===== config.mk =====
export PLATFORM = sky130hd
export DESIGN_NAME = alu_share_arbiter_flat
export DESIGN_NICKNAME = d
export VERILOG_FILES = /design/src/rtl/alu_share_arbiter_if.sv /design/src/rtl/alu_share_arbiter.sv /design/src/flat_wrapper.sv
export SDC_FILE = /design/constraint.sdc
export NUM_CORES = 1
export LEC_CHECK = 0
export BUFFER_PORTS_ARGS = -buffer_cell sky130_fd_sc_hd__clkbuf_2
export CORE_AREA = 5 5 122 124
export DETAILED_ROUTE_END_ITERATION = 7
export DIE_AREA = 0 0 127 129
export GPL_ROUTABILITY_DRIVEN = 1
export GPL_TIMING_DRIVEN = 0
export PLACE_DENSITY = 0.78
export SYNTH_ARGS = -nofsm -noshare
export SYNTH_HDL_FRONTEND = slang
export SYNTH_SLANG_ARGS = --single-unit

===== constraint.sdc =====
create_clock -name clk -period 2.2 [get_ports clk]
set_input_delay 0.11 -clock clk [delete_from_list [all_inputs] [get_ports clk]]
set_output_delay 0.11 -clock clk [all_outputs]
set_load 0.05 [all_outputs]

===== src/rtl/alu_share_arbiter_if.sv =====
// alu_share_arbiter_if: requester, ALU and response bundle for the shared ALU arbiter.
interface alu_share_arbiter_if;
    logic        req0_valid, req0_ready;
    logic [6:0]  req0_opcode, req0_funct7;
    logic [2:0]  req0_funct3;
    logic [31:0] req0_rs1, req0_rs2;
    logic        req1_valid, req1_ready;
    logic [6:0]  req1_opcode, req1_funct7;
    logic [2:0]  req1_funct3;
    logic [31:0] req1_rs1, req1_rs2;
    logic [6:0]  alu_opcode, alu_funct7;
    logic [2:0]  alu_funct3;
    logic [31:0] alu_rs1, alu_rs2, alu_result;
    logic        alu_active, alu_decoding_error;
    logic        resp_valid, resp_ready, resp_id, resp_error, resp_timeout, busy;
    logic [31:0] resp_result;

    modport master(
        input  req0_valid, req0_opcode, req0_funct3, req0_funct7, req0_rs1, req0_rs2,
        input  req1_valid, req1_opcode, req1_funct3, req1_funct7, req1_rs1, req1_rs2,
        output req0_ready, req1_ready,
        output alu_opcode, alu_funct3, alu_funct7, alu_rs1, alu_rs2,
        input  alu_active, alu_decoding_error, alu_result,
        output resp_valid, resp_id, resp_result, resp_error, resp_timeout, busy,
        input  resp_ready
    );

    modport slave(
        output req0_valid, req0_opcode, req0_funct3, req0_funct7, req0_rs1, req0_rs2,
        output req1_valid, req1_opcode, req1_funct3, req1_funct7, req1_rs1, req1_rs2,
        input  req0_ready, req1_ready,
        input  alu_opcode, alu_funct3, alu_funct7, alu_rs1, alu_rs2,
        output alu_active, alu_decoding_error, alu_result,
        input  resp_valid, resp_id, resp_result, resp_error, resp_timeout, busy,
        output resp_ready
    );
endinterface


===== src/rtl/alu_share_arbiter.sv =====
// alu_share_arbiter: round-robin sharing of one registered R-type ALU between two requesters.
module alu_share_arbiter #(
    parameter int         TIMEOUT_CYCLES = 4,
    parameter logic [6:0] RTYPE_OPCODE   = 7'b0110011
) (
    input logic            clk,
    input logic            reset,
    alu_share_arbiter_if.master bus
);
    typedef enum logic [1:0] {IDLE, ISSUE, WAIT, RESP} state_t;

    if (TIMEOUT_CYCLES < 1 || TIMEOUT_CYCLES > 255 || RTYPE_OPCODE[1:0] != 2'b11) begin : g_bad_param
        $error("alu_share_arbiter: illegal parameter");
    end

    state_t      state, state_n;
    logic [7:0]  cnt;
    logic        prio, id_q, gnt, any_req, tmo;
    logic [6:0]  op_q, f7_q;
    logic [2:0]  f3_q;
    logic [31:0] rs1_q, rs2_q, res_q;
    logic        err_q, tmo_q;

    // Timeout fires on the WAIT cycle whose incremented count reaches TIMEOUT_CYCLES-1.
    always_comb begin
        gnt = bus.req1_valid && (!bus.req0_valid || prio);
        any_req = bus.req0_valid || bus.req1_valid;
        tmo = ({1'b0, cnt} + 9'd2) >= 9'(TIMEOUT_CYCLES);
        state_n = state;
        case (state)
            IDLE:    state_n = any_req ? ISSUE : IDLE;
            ISSUE:   state_n = WAIT;
            WAIT:    state_n = (bus.alu_active || tmo) ? RESP : WAIT;
            default: state_n = bus.resp_ready ? IDLE : RESP;
        endcase
    end

    always_ff @(posedge clk) begin
        if (reset) begin
            state <= IDLE;
            prio <= 1'b0;
            cnt <= 8'd0;
            id_q <= 1'b0;
            op_q <= 7'd0;
            f3_q <= 3'd0;
            f7_q <= 7'd0;
            rs1_q <= 32'd0;
            rs2_q <= 32'd0;
            res_q <= 32'd0;
            err_q <= 1'b0;
            tmo_q <= 1'b0;
        end else begin
            state <= state_n;
            if (state == IDLE && any_req) begin
                id_q <= gnt;
                op_q <= gnt ? bus.req1_opcode : bus.req0_opcode;
                f3_q <= gnt ? bus.req1_funct3 : bus.req0_funct3;
                f7_q <= gnt ? bus.req1_funct7 : bus.req0_funct7;
                rs1_q <= gnt ? bus.req1_rs1 : bus.req0_rs1;
                rs2_q <= gnt ? bus.req1_rs2 : bus.req0_rs2;
            end
            if (state == ISSUE) cnt <= 8'd0;
            if (state == WAIT) begin
                cnt <= cnt + 8'd1;
                if (bus.alu_active) begin
                    res_q <= bus.alu_result;
                    err_q <= bus.alu_decoding_error;
                    tmo_q <= 1'b0;
                end else if (tmo) begin
                    res_q <= 32'd0;
                    err_q <= 1'b1;
                    tmo_q <= 1'b1;
                end
            end
            if (state == RESP && bus.resp_ready) prio <= ~id_q;
        end
    end

    assign bus.req0_ready   = state == IDLE && bus.req0_valid && !gnt;
    assign bus.req1_ready   = state == IDLE && gnt;
    assign bus.alu_opcode   = state == ISSUE ? op_q : 7'd0;
    assign bus.alu_funct3   = f3_q;
    assign bus.alu_funct7   = f7_q;
    assign bus.alu_rs1      = rs1_q;
    assign bus.alu_rs2      = rs2_q;
    assign bus.resp_valid   = state == RESP;
    assign bus.resp_id      = id_q;
    assign bus.resp_result  = res_q;
    assign bus.resp_error   = err_q;
    assign bus.resp_timeout = tmo_q;
    assign bus.busy         = state != IDLE;
endmodule


===== src/flat_wrapper.sv =====
// flat-port wrapper written by rule: the top's interface ports become plain ports
module alu_share_arbiter_flat 
#(
    parameter int         TIMEOUT_CYCLES = 4,
    parameter logic [6:0] RTYPE_OPCODE   = 7'b0110011
)
  (clk, reset, bus_req0_valid, bus_req0_opcode, bus_req0_funct3, bus_req0_funct7, bus_req0_rs1, bus_req0_rs2, bus_req1_valid, bus_req1_opcode, bus_req1_funct3, bus_req1_funct7, bus_req1_rs1, bus_req1_rs2, bus_req0_ready, bus_req1_ready, bus_alu_opcode, bus_alu_funct3, bus_alu_funct7, bus_alu_rs1, bus_alu_rs2, bus_alu_active, bus_alu_decoding_error, bus_alu_result, bus_resp_valid, bus_resp_id, bus_resp_result, bus_resp_error, bus_resp_timeout, bus_busy, bus_resp_ready);
  alu_share_arbiter_if bus_i ();
  input logic clk;
  input logic reset;
  input wire logic [$bits(bus_i.req0_valid)-1:0] bus_req0_valid;
  input wire logic [$bits(bus_i.req0_opcode)-1:0] bus_req0_opcode;
  input wire logic [$bits(bus_i.req0_funct3)-1:0] bus_req0_funct3;
  input wire logic [$bits(bus_i.req0_funct7)-1:0] bus_req0_funct7;
  input wire logic [$bits(bus_i.req0_rs1)-1:0] bus_req0_rs1;
  input wire logic [$bits(bus_i.req0_rs2)-1:0] bus_req0_rs2;
  input wire logic [$bits(bus_i.req1_valid)-1:0] bus_req1_valid;
  input wire logic [$bits(bus_i.req1_opcode)-1:0] bus_req1_opcode;
  input wire logic [$bits(bus_i.req1_funct3)-1:0] bus_req1_funct3;
  input wire logic [$bits(bus_i.req1_funct7)-1:0] bus_req1_funct7;
  input wire logic [$bits(bus_i.req1_rs1)-1:0] bus_req1_rs1;
  input wire logic [$bits(bus_i.req1_rs2)-1:0] bus_req1_rs2;
  output wire logic [$bits(bus_i.req0_ready)-1:0] bus_req0_ready;
  output wire logic [$bits(bus_i.req1_ready)-1:0] bus_req1_ready;
  output wire logic [$bits(bus_i.alu_opcode)-1:0] bus_alu_opcode;
  output wire logic [$bits(bus_i.alu_funct3)-1:0] bus_alu_funct3;
  output wire logic [$bits(bus_i.alu_funct7)-1:0] bus_alu_funct7;
  output wire logic [$bits(bus_i.alu_rs1)-1:0] bus_alu_rs1;
  output wire logic [$bits(bus_i.alu_rs2)-1:0] bus_alu_rs2;
  input wire logic [$bits(bus_i.alu_active)-1:0] bus_alu_active;
  input wire logic [$bits(bus_i.alu_decoding_error)-1:0] bus_alu_decoding_error;
  input wire logic [$bits(bus_i.alu_result)-1:0] bus_alu_result;
  output wire logic [$bits(bus_i.resp_valid)-1:0] bus_resp_valid;
  output wire logic [$bits(bus_i.resp_id)-1:0] bus_resp_id;
  output wire logic [$bits(bus_i.resp_result)-1:0] bus_resp_result;
  output wire logic [$bits(bus_i.resp_error)-1:0] bus_resp_error;
  output wire logic [$bits(bus_i.resp_timeout)-1:0] bus_resp_timeout;
  output wire logic [$bits(bus_i.busy)-1:0] bus_busy;
  input wire logic [$bits(bus_i.resp_ready)-1:0] bus_resp_ready;
  assign bus_i.req0_valid = bus_req0_valid;
  assign bus_i.req0_opcode = bus_req0_opcode;
  assign bus_i.req0_funct3 = bus_req0_funct3;
  assign bus_i.req0_funct7 = bus_req0_funct7;
  assign bus_i.req0_rs1 = bus_req0_rs1;
  assign bus_i.req0_rs2 = bus_req0_rs2;
  assign bus_i.req1_valid = bus_req1_valid;
  assign bus_i.req1_opcode = bus_req1_opcode;
  assign bus_i.req1_funct3 = bus_req1_funct3;
  assign bus_i.req1_funct7 = bus_req1_funct7;
  assign bus_i.req1_rs1 = bus_req1_rs1;
  assign bus_i.req1_rs2 = bus_req1_rs2;
  assign bus_req0_ready = bus_i.req0_ready;
  assign bus_req1_ready = bus_i.req1_ready;
  assign bus_alu_opcode = bus_i.alu_opcode;
  assign bus_alu_funct3 = bus_i.alu_funct3;
  assign bus_alu_funct7 = bus_i.alu_funct7;
  assign bus_alu_rs1 = bus_i.alu_rs1;
  assign bus_alu_rs2 = bus_i.alu_rs2;
  assign bus_i.alu_active = bus_alu_active;
  assign bus_i.alu_decoding_error = bus_alu_decoding_error;
  assign bus_i.alu_result = bus_alu_result;
  assign bus_resp_valid = bus_i.resp_valid;
  assign bus_resp_id = bus_i.resp_id;
  assign bus_resp_result = bus_i.resp_result;
  assign bus_resp_error = bus_i.resp_error;
  assign bus_resp_timeout = bus_i.resp_timeout;
  assign bus_busy = bus_i.busy;
  assign bus_i.resp_ready = bus_resp_ready;
  alu_share_arbiter #(.TIMEOUT_CYCLES(TIMEOUT_CYCLES), .RTYPE_OPCODE(RTYPE_OPCODE)) u_core (.clk(clk), .reset(reset), .bus(bus_i));
endmodule

---- Word-level counts from Yosys, hierarchy flattened ----
Cells that the tools add are included.
storage, ports and cells
  register bits ........................... 127
  bits of input ports ..................... 201
  output and inout bits ................... 120
operators by class
  $add $sub $neg .......................... 2
  magnitude comparators ................... 1
  eq/ne operators ......................... 3
  muxes and demuxes ....................... 17
  bitwise gates (word level) .............. 1
  reduce and logical (&&, ||, !) cells .... 16
operators with widths
  operator               number
  $mux W32               4
  $mux W7                3
  $mux W8                2
  $add A8 B2 Y9 const B  1
  $ge A9 B3 Y1 const B   1
  $add A8 B1 Y8 const B  1
  $logic_and A1 B1 Y1    6
  $pmux W2 S3            1
  $reduce_bool A2 Y1     3
  $mux W1                5
  $eq A2 B2 Y1 const B   2
  $logic_or A1 B1 Y1     3
  $mux W3                1
  $eq A2 B1 Y1 const B   1
  $logic_not A1 Y1       2
  $logic_not A2 Y1       1
  $mux W2                1
  $reduce_and A2 Y1      1
  $not A1 Y1             1

---- Logic depth before layout (Yosys ltp) ----
Gate-level depths: netlist (run 1).
  word-level depth ........................ 5
  depth in mapped cells ................... 7
  depth with buffers taken out ............ 6

---- Worst setup path before layout (run 1) ----
OpenSTA, ideal clock, no wires.
  path kind ............................... flip-flop to output port
  start point ............................. register u_core.state[0]
  end point ............................... output bus_req0_ready
  arrival time ............................ 1.933 ns
  path slack .............................. 0.157 ns
  stages on the path, launching flop included .. 5
  path buffers ............................ 0
  cells stage by stage .................... dfxtp_1 > inv_1 > ha_1 > inv_1 > nor3_1
on the way
  word-level cells in the longest chain between the ends .. 3
ends and longest elaborated chain
  element                            RTL line                 text
  from (decl)                        alu_share_arbiter.sv:16  state_t state, state_n;
  from (signal assigned)             alu_share_arbiter.sv:53  state <= state_n;
  $logic_not A2 Y1                   alu_share_arbiter.sv:79  assign bus.req0_ready = state == IDLE && bus.req0_valid && !gnt;
  $logic_and A1 B1 Y1 (2 in series)  alu_share_arbiter.sv:79
  to (decl)                          flat_wrapper.sv:23       output wire logic [$bits(bus_i.req0_ready)-1:0] bus_req0_ready;
No other way between the ends.

---- Worst setup path after layout (run 1) ----
  start point ............................. register u_core.prio
  end point ............................... output bus_req1_ready
on the way
  word-level cells in the longest chain between the ends .. 3
ends and longest elaborated chain
  element                 RTL line                 text
  from (decl)             alu_share_arbiter.sv:18  logic prio, id_q, gnt, any_req, tmo;
  from (signal assigned)  alu_share_arbiter.sv:75  if (state == RESP && bus.resp_ready) prio <= ~id_q;
  $logic_or A1 B1 Y1      alu_share_arbiter.sv:26  gnt = bus.req1_valid && (!bus.req0_valid || prio);
  $logic_and A1 B1 Y1     alu_share_arbiter.sv:26
  $logic_and A1 B1 Y1     alu_share_arbiter.sv:80  assign bus.req1_ready = state == IDLE && gnt;
  to (decl)               flat_wrapper.sv:24       output wire logic [$bits(bus_i.req1_ready)-1:0] bus_req1_ready;
No other way between the ends.

==> run summary, run 1 <==
======================================================================================
Proportion of layout cells with a drive suffix above 1                           31.1%
Layout net count                                                                  1432
Final Skew                                                                   0.0128 ns
Slowest stage cell on the critical path                                        o21ai_2
GRT Total Usage                                                                  34.6%
Upper clock frequency limit                                                    492 MHz
Number of cells on the worst hold path                                               3
Area after DPL                                                            0.00736 mm^2
Max capacitance violation total                                                      0
Sequential cell area in the final layout                                  0.00254 mm^2
CTS tree                                                                           yes
Detailed Place HPWL                                                           16300 um
Power per unit of standard cell area                                      1120 mW/mm^2
Count of synthesis-stage warnings from yosys                                         0
Reported net switching power                                                   5180 uW
Layout-stage area growth over the synthesis result                               77.6%
Net switching fraction of the power                                              47.0%
Max-slew violation count                                                             0
Part of the Yosys area used for sequential elements                              45.8%
Lkg Pwr                                                                     0.00453 uW
Register bit count reported by yosys                                               127
Arrival time at the worst endpoint                                             1.92 ns
Pre-Repair DR Iteration Count                                                        7
Die Outline Area                                                           0.0164 mm^2
Sequence of cells on the critical path                                    o21ai_2 > buf_2 > nor2_1 > clkbuf_2
TritonCTS buffer count                                                              17
Number of setup violations in the final report                                       0
Per-cell routed wire length                                                    20.4 um
Type of the tightest min-delay check                                            in2reg
CTS H-Tree Depth                                                                     4
Sequential fraction of design power                                              29.2%
Clk Latency, worst-skew pair                                                   0.41 ns
First DRT Iteration DRCs                                                           845
Critical path start-end classification                                         reg2out
Post-DRT Antenna Nets                                                                0
Share of total power in the clock network                                        23.5%
Post-Place Cells                                                                  1191
Maximum single-stage delay on the critical path                                0.49 ns
CTS max path bufs                                                                    2
Io pins                                                                            321
Sinks on the clock net                                                             127
Placeable Area                                                             0.0137 mm^2
Worst-path maximum fanout                                                           10
Detailed-route via count                                                          8037
Least-Margin Pin Slew                                                         0.657 ns
CTS clock-pin slew for the worst setup and hold paths                          0.05 ns
Proportion of power drawn by combinational gates                                 47.3%
Number of global-route vias before repair                                         8350
Die outline height                                                              129 um
Weighted congestion reported at the end of routability-driven placement          0.900
Average size of a mapped cell                                                8.00 um^2
Final instance area                                                       0.00985 mm^2
Kind of end point of the critical path                                     output port
Number of cell instances on the worst register-to-register path                      6
Number of antenna violations at the first check in global routing                    3
Startpoint kind of the worst setup timing path                                register
Synth Cell Area                                                           0.00555 mm^2
DRC violation count after routing                                                    0
Die W                                                                           127 um
Total length of routed wires                                                  29000 um
FILL cells                                                                         900
Post-synthesis net count                                                           901
Overflow after GRT                                                                   0
Number of rows created at floorplan                                                 43
Post-synthesis instance total                                                      693
Fin Setup TNS                                                                     0 ns
Overall power of the completed layout                                         11000 uW
Final-report hold violation count                                                    0
Internal power summed over all cells                                           5840 uW
Clock root buffer                                                            clkbuf_16
Area occupied by multi-input gates                                        0.00264 mm^2
Unrepaired setup endpoints after global routing                                  false
Maximum number of pins on one net before global-route repair                        17
Post-layout minimum cycle time                                                 2.03 ns
Global-route wire length before repair                                        44400 um
Effective utilization at floorplan                                               40.6%
Fin cells                                                                         1419
Outcome                                                                      completed
Normalized max-slew margin                                                       56.2%
Post-synthesis cell type count                                                      34
Crit share post-route                                                            92.4%
Routed via count divided by cell count                                            5.66
Number of I/O port buffers                                                         318
Worst path required time                                                       2.09 ns
Worst voltage drop across the vdd grid                                        0.784 mV
======================================================================================
## Yosys cell counts (all sizes together)
cell,instances,share of area [%]
ha,7,1.6
a211oi,4,0.54
xnor2,1,0.16
nor4,1,0.38
a21boi,1,0.14
and2,7,0.79
a21oi,40,3.6
o21ai,34,3.1
or3,2,0.23
o21a,2,0.27
o2111a,1,0.23
a31oi,2,0.23
nand3,4,0.36
nor2b,2,0.23
nor3,2,0.18
a21o,1,0.14
o2111ai,1,0.27
or4,1,0.14
nor2,89,6.0
clkbuf,27,2.0
nand2,167,11
inv,8,0.54
a311oi,82,13
nand2b,3,0.34
xor2,3,0.47
buf,39,4.0
and3,1,0.11
nand4,34,3.8
dfxtp,127,46
## final timing paths
kind                                            startpoint                    endpoint  slack, ns
worst min register to register  u_core.bus.resp_result[28]  u_core.bus.resp_result[28]       0.47
worst max register to register             u_core.state[0]  u_core.bus.resp_result[11]       0.19
worst min-delay path                     bus_alu_result[8]   u_core.bus.resp_result[8]       0.02
worst max-delay path                           u_core.prio              bus_req1_ready       0.17
## power by group through the flow
stage | registers [uW] | clock network (uW) | logic (uW)
floorplan | 4830 | 0 | 1740
global placement | 3190 | 0 | 4680
detailed placement | 3200 | 0 | 4700
CTS | 3160 | 2600 | 4980
global route | 3260 | 2730 | 5490
finish | 3220 | 2590 | 5210
## worst max-delay path, delay by kind of cell (launching register included)
| kind | cells | cell delay (ns) |
|---|---|---|
| buf+inv | 2 | 0.60 |
| simple gates | 1 | 0.09 |
| flops | 1 | 0.33 |
| compound gates | 1 | 0.49 |
## what timing repair did
| item | in CTS | in global routing |
|---|---|---|
| setup endpoints to repair | 0 | 11 |
| hold buffers | 194 | 0 |
| hold endpoints to repair | 115 | 0 |
| resized for setup | 0 | 6 |
| buffers inserted | 0 | 0 |
## placed cells by master, fill, tap and decap left out, types with 2 or more instances in the layout
master,count
clkbuf_2,321
dlygate4sd3_1,194
nand2_1,167
dfxtp_1,127
nor2_1,89
a311oi_1,82
a21oi_1,40
nand4_1,34
clkbuf_1,27
buf_2,26
o21ai_0,23
clkbuf_16,17
o21ai_1,10
inv_1,8
and2_1,7
buf_1,7
ha_1,7
buf_6,6
clkinv_2,5
nand3_1,4
a211oi_1,4
diode_2,3
nand2b_1,3
xor2_1,3
o21a_1,2
nor3_1,2
or3_1,2
clkbuf_4,2
nor2b_1,2
a31oi_1,2
clkbuf_8,2
## final cells by class
class / instances / share of cell area [%]
timing repair buffer: 512 / 35.9
sequential: 127 / 25.8
tap: 180 / 2.29
inverter: 8 / 0.305
buffer: 66 / 3.42
multi-input combinational: 492 / 26.8
antenna: 3 / 0.0762
clock inverter: 7 / 0.635
clock buffer: 24 / 4.79
## sequential cells by signal, summed over array words and instances (netlist names), 2 cells and up
signal / flops
u_core.bus.alu_rs1: 32
u_core.bus.alu_funct3: 3
u_core.state: 2
u_core.bus.alu_funct7: 7
u_core.op_q: 7
u_core.cnt: 8
u_core.bus.alu_rs2: 32
u_core.bus.resp_result: 32
## routing by layer
metal  wire, um  part of all wire [%]  up-vias  global-route usage (%)
met4       1780                   6.1        0                    21.5
li1           -                     -     3523                       -
met3       3140                    11      197                    10.7
met5          0                     0        -                       0
met1       9940                    34     3564                    36.7
met2      14100                    49      753                    60.1
## cells by family (layout without fill, tap and decap cells)
family | after synthesis | count (layout) | share of synthesized area, %
flip-flops | 127 | 127 | 45.8
AO/OA/AOI/OAI | 168 | 168 | 21.5
other | 0 | 3 | 0
buffers and inverters | 74 | 617 | 6.54
adder cells (fa/ha/maj) | 7 | 7 | 1.58
XOR/XNOR | 4 | 4 | 0.632
AND/OR/NAND/NOR | 313 | 313 | 23.9
## metrics by stage
step	utilization, %	hold slack [ns]	setup WS (ns)
final	72.1	0.0238	0.166
after global placement	53.9	0.357	0.168
after detailed placement	53.9	0.358	0.120
after global routing	72.1	0.0244	0.0615
after CTS	72.0	0.0221	0.144
after floorplan	-	0.205	0.157
(Power assumes the default switching activity.)
==> run 2: changes to the inputs <==
==> constraint.sdc (replaced) <==
create_clock -name clk -period 2.5 [get_ports clk]
set_input_delay 0.125 -clock clk [delete_from_list [all_inputs] [get_ports clk]]
set_output_delay 0.125 -clock clk [all_outputs]
set_load 0.05 [all_outputs]
==> run 2 against run 1 <==
  * Global-route usage fell by 1.5 points
  * Clock skew rose by 0.00050 ns
  * Via count fell by 0.77%
  * Die area is the same
  * Sequential cell count stayed put
  * Design area shrank 0.25%
  * Worst hold slack got worse by 0.0032 ns
  * Clock-buffer cell count is the same
  * Critical path type is now reg2reg
  * Largest power group unchanged
==> run summary, run 2 (same netlist as run 1, synthesis figures left out) <==
======================================================================================
Number of rows created at floorplan                                                 43
Final-report hold violation count                                                    0
Layout-stage area growth over the synthesis result                               77.1%
Unrepaired setup endpoints after global routing                                  false
Die W                                                                           127 um
GRT Total Usage                                                                  33.1%
First DRT Iteration DRCs                                                           716
Reported net switching power                                                   4570 uW
Post-route setup slack                                                        0.210 ns
Detailed-route via count                                                          7975
Upper clock frequency limit                                                    437 MHz
Io pins                                                                            321
Share of total power in the clock network                                        23.4%
Kind of end point of the critical path                                        register
Crit share post-route                                                            91.6%
Overflow after GRT                                                                   0
Global routing met3 resource utilization                                         11.3%
Startpoint kind of the worst setup timing path                                register
Sequence of cells on the critical path                                    inv_1 > ha_1 > o21a_1 > buf_2 > buf_2 > nor2_1 > a311oi_1 > dlygate4sd3_1
Effective utilization at floorplan                                               40.6%
Clk Latency, worst-skew pair                                                   0.42 ns
Slowest stage cell on the critical path                                   dlygate4sd3_1
Max capacitance violation total                                                      0
Die outline height                                                              129 um
Per-cell routed wire length                                                    19.9 um
Layout net count                                                                  1430
CTS clock-pin slew for the worst setup and hold paths                          0.05 ns
Placeable Area                                                             0.0137 mm^2
Power per unit of standard cell area                                       994 mW/mm^2
Number of global-route vias before repair                                         8148
CP most frequent cell                                                            buf_2
Outcome                                                                      completed
CTS tree                                                                           yes
Crit-path leading delay family                                            buffers and inverters
Arrival time at the worst endpoint                                             2.64 ns
CTS max path bufs                                                                    2
Weighted congestion reported at the end of routability-driven placement          0.900
Least-Margin Pin Slew                                                         0.645 ns
Number of antenna violations at the first check in global routing                    2
Proportion of power drawn by combinational gates                                 47.5%
Most used cells in the layout excluding fill and tap cells                clkbuf_2 (319), dlygate4sd3_1 (192), nand2_1 (167)
Overall power of the completed layout                                          9760 uW
Maximum number of pins on one net before global-route repair                        17
Number of setup violations in the final report                                       0
Sequential fraction of design power                                              29.0%
DRC violation count after routing                                                    0
Normalized max-slew margin                                                       57.0%
Global-route wire length before repair                                        42700 um
Global-route track usage on met2                                                 56.6%
Max-slew violation count                                                             0
Pre-Repair DR Iteration Count                                                        8
Number of I/O port buffers                                                         318
Final Skew                                                                   0.0133 ns
CTS H-Tree Depth                                                                     4
Worst path required time                                                       2.85 ns
Post-layout minimum cycle time                                                 2.29 ns
Most Used Layer, Global Route                                                     met2
Routed via count divided by cell count                                            5.63
Post-DRT Antenna Nets                                                                0
Clock root buffer                                                            clkbuf_16
Worst voltage drop across the vdd grid                                        0.649 mV
Die Outline Area                                                           0.0164 mm^2
Internal power summed over all cells                                           5190 uW
Net switching fraction of the power                                              46.8%
DP Worst Slack                                                                0.420 ns
Sinks on the clock net                                                             127
Critical path start-end classification                                         reg2reg
Lkg Pwr                                                                     0.00454 uW
Proportion of layout cells with a drive suffix above 1                           31.0%
Worst-path maximum fanout                                                           10
Fin Setup TNS                                                                     0 ns
Tightest hold margin                                                         0.0205 ns
Type of the tightest min-delay check                                            in2reg
Maximum single-stage delay on the critical path                                0.59 ns
WP buf/inv                                                                           4
Met1 global-route usage                                                          35.0%
Most frequent standard cell in the layout excluding fill and tap cells        clkbuf_2
Detailed Place HPWL                                                           16300 um
TritonCTS buffer count                                                              17
Total length of routed wires                                                  28200 um
======================================================================================
run 2: per-layer routing:
metal / wire length [um] / up-vias
met5: 0 / -
met4: 1520 / 0
met3: 3220 / 151
met2: 13700 / 725
met1: 9760 / 3573
li1: - / 3526
run 2: path summary, 6_finish.rpt:
path,endpoint,slack [ns],depth (start not counted),start
max,u_core.bus.alu_rs2[2],0.21,8,u_core.state[0]
min,u_core.bus.resp_result[9],0.02,3,bus_alu_result[9]
max reg2reg,u_core.bus.alu_rs2[2],0.21,8,u_core.state[0]
min reg2reg,u_core.bus.resp_result[24],0.47,2,u_core.bus.resp_result[24]
run 2: repair_timing:
action,4_1_cts,5_1_grt
endpoints found under the hold margin,113,0
hold buffers,192,0
gates resized for setup,0,2
endpoints found under the setup margin,0,8
setup buffers,0,0
run 2: area by class of cell:
class / count / area [um^2]
Multi-Input combinational cell: 492 / 2640
Buffer: 66 / 334
Sequential cell: 127 / 2540
Clock buffer: 24 / 472
Fill cell: 892 / 3840
Timing Repair Buffer: 510 / 3510
Antenna cell: 2 / 5.00
Inverter: 8 / 30.0
Tap cell: 180 / 225
Clock inverter: 7 / 62.6
run 2: power groups by stage:
stage	clock [uW]	combinational (uW)	sequential [uW]
after CTS	2290	4440	2780
after detailed placement	0	4130	2820
after floorplan	0	1530	4250
after global placement	0	4120	2800
final	2290	4640	2830
after global routing	2400	4890	2870
run 2: stage by stage:
step | utilization (%) | instances | cell area [um^2]
4_1_cts | 71.9 | 1414 | 9820
6_report | 71.9 | 1416 | 9830
2_1_floorplan | - | 693 | 5550
5_1_grt | 71.9 | 1416 | 9830
3_3_place_gp | 53.9 | 1191 | 7360
3_5_place_dp | 53.9 | 1191 | 7360
run 2: worst reg2reg max path, cell delays in order (launching register included):
cell	delay, ns
dfxtp_1	0.32
inv_1	0.08
ha_1	0.22
o21a_1	0.15
buf_2	0.25
buf_2	0.30
nor2_1	0.07
a311oi_1	0.26
dlygate4sd3_1	0.59
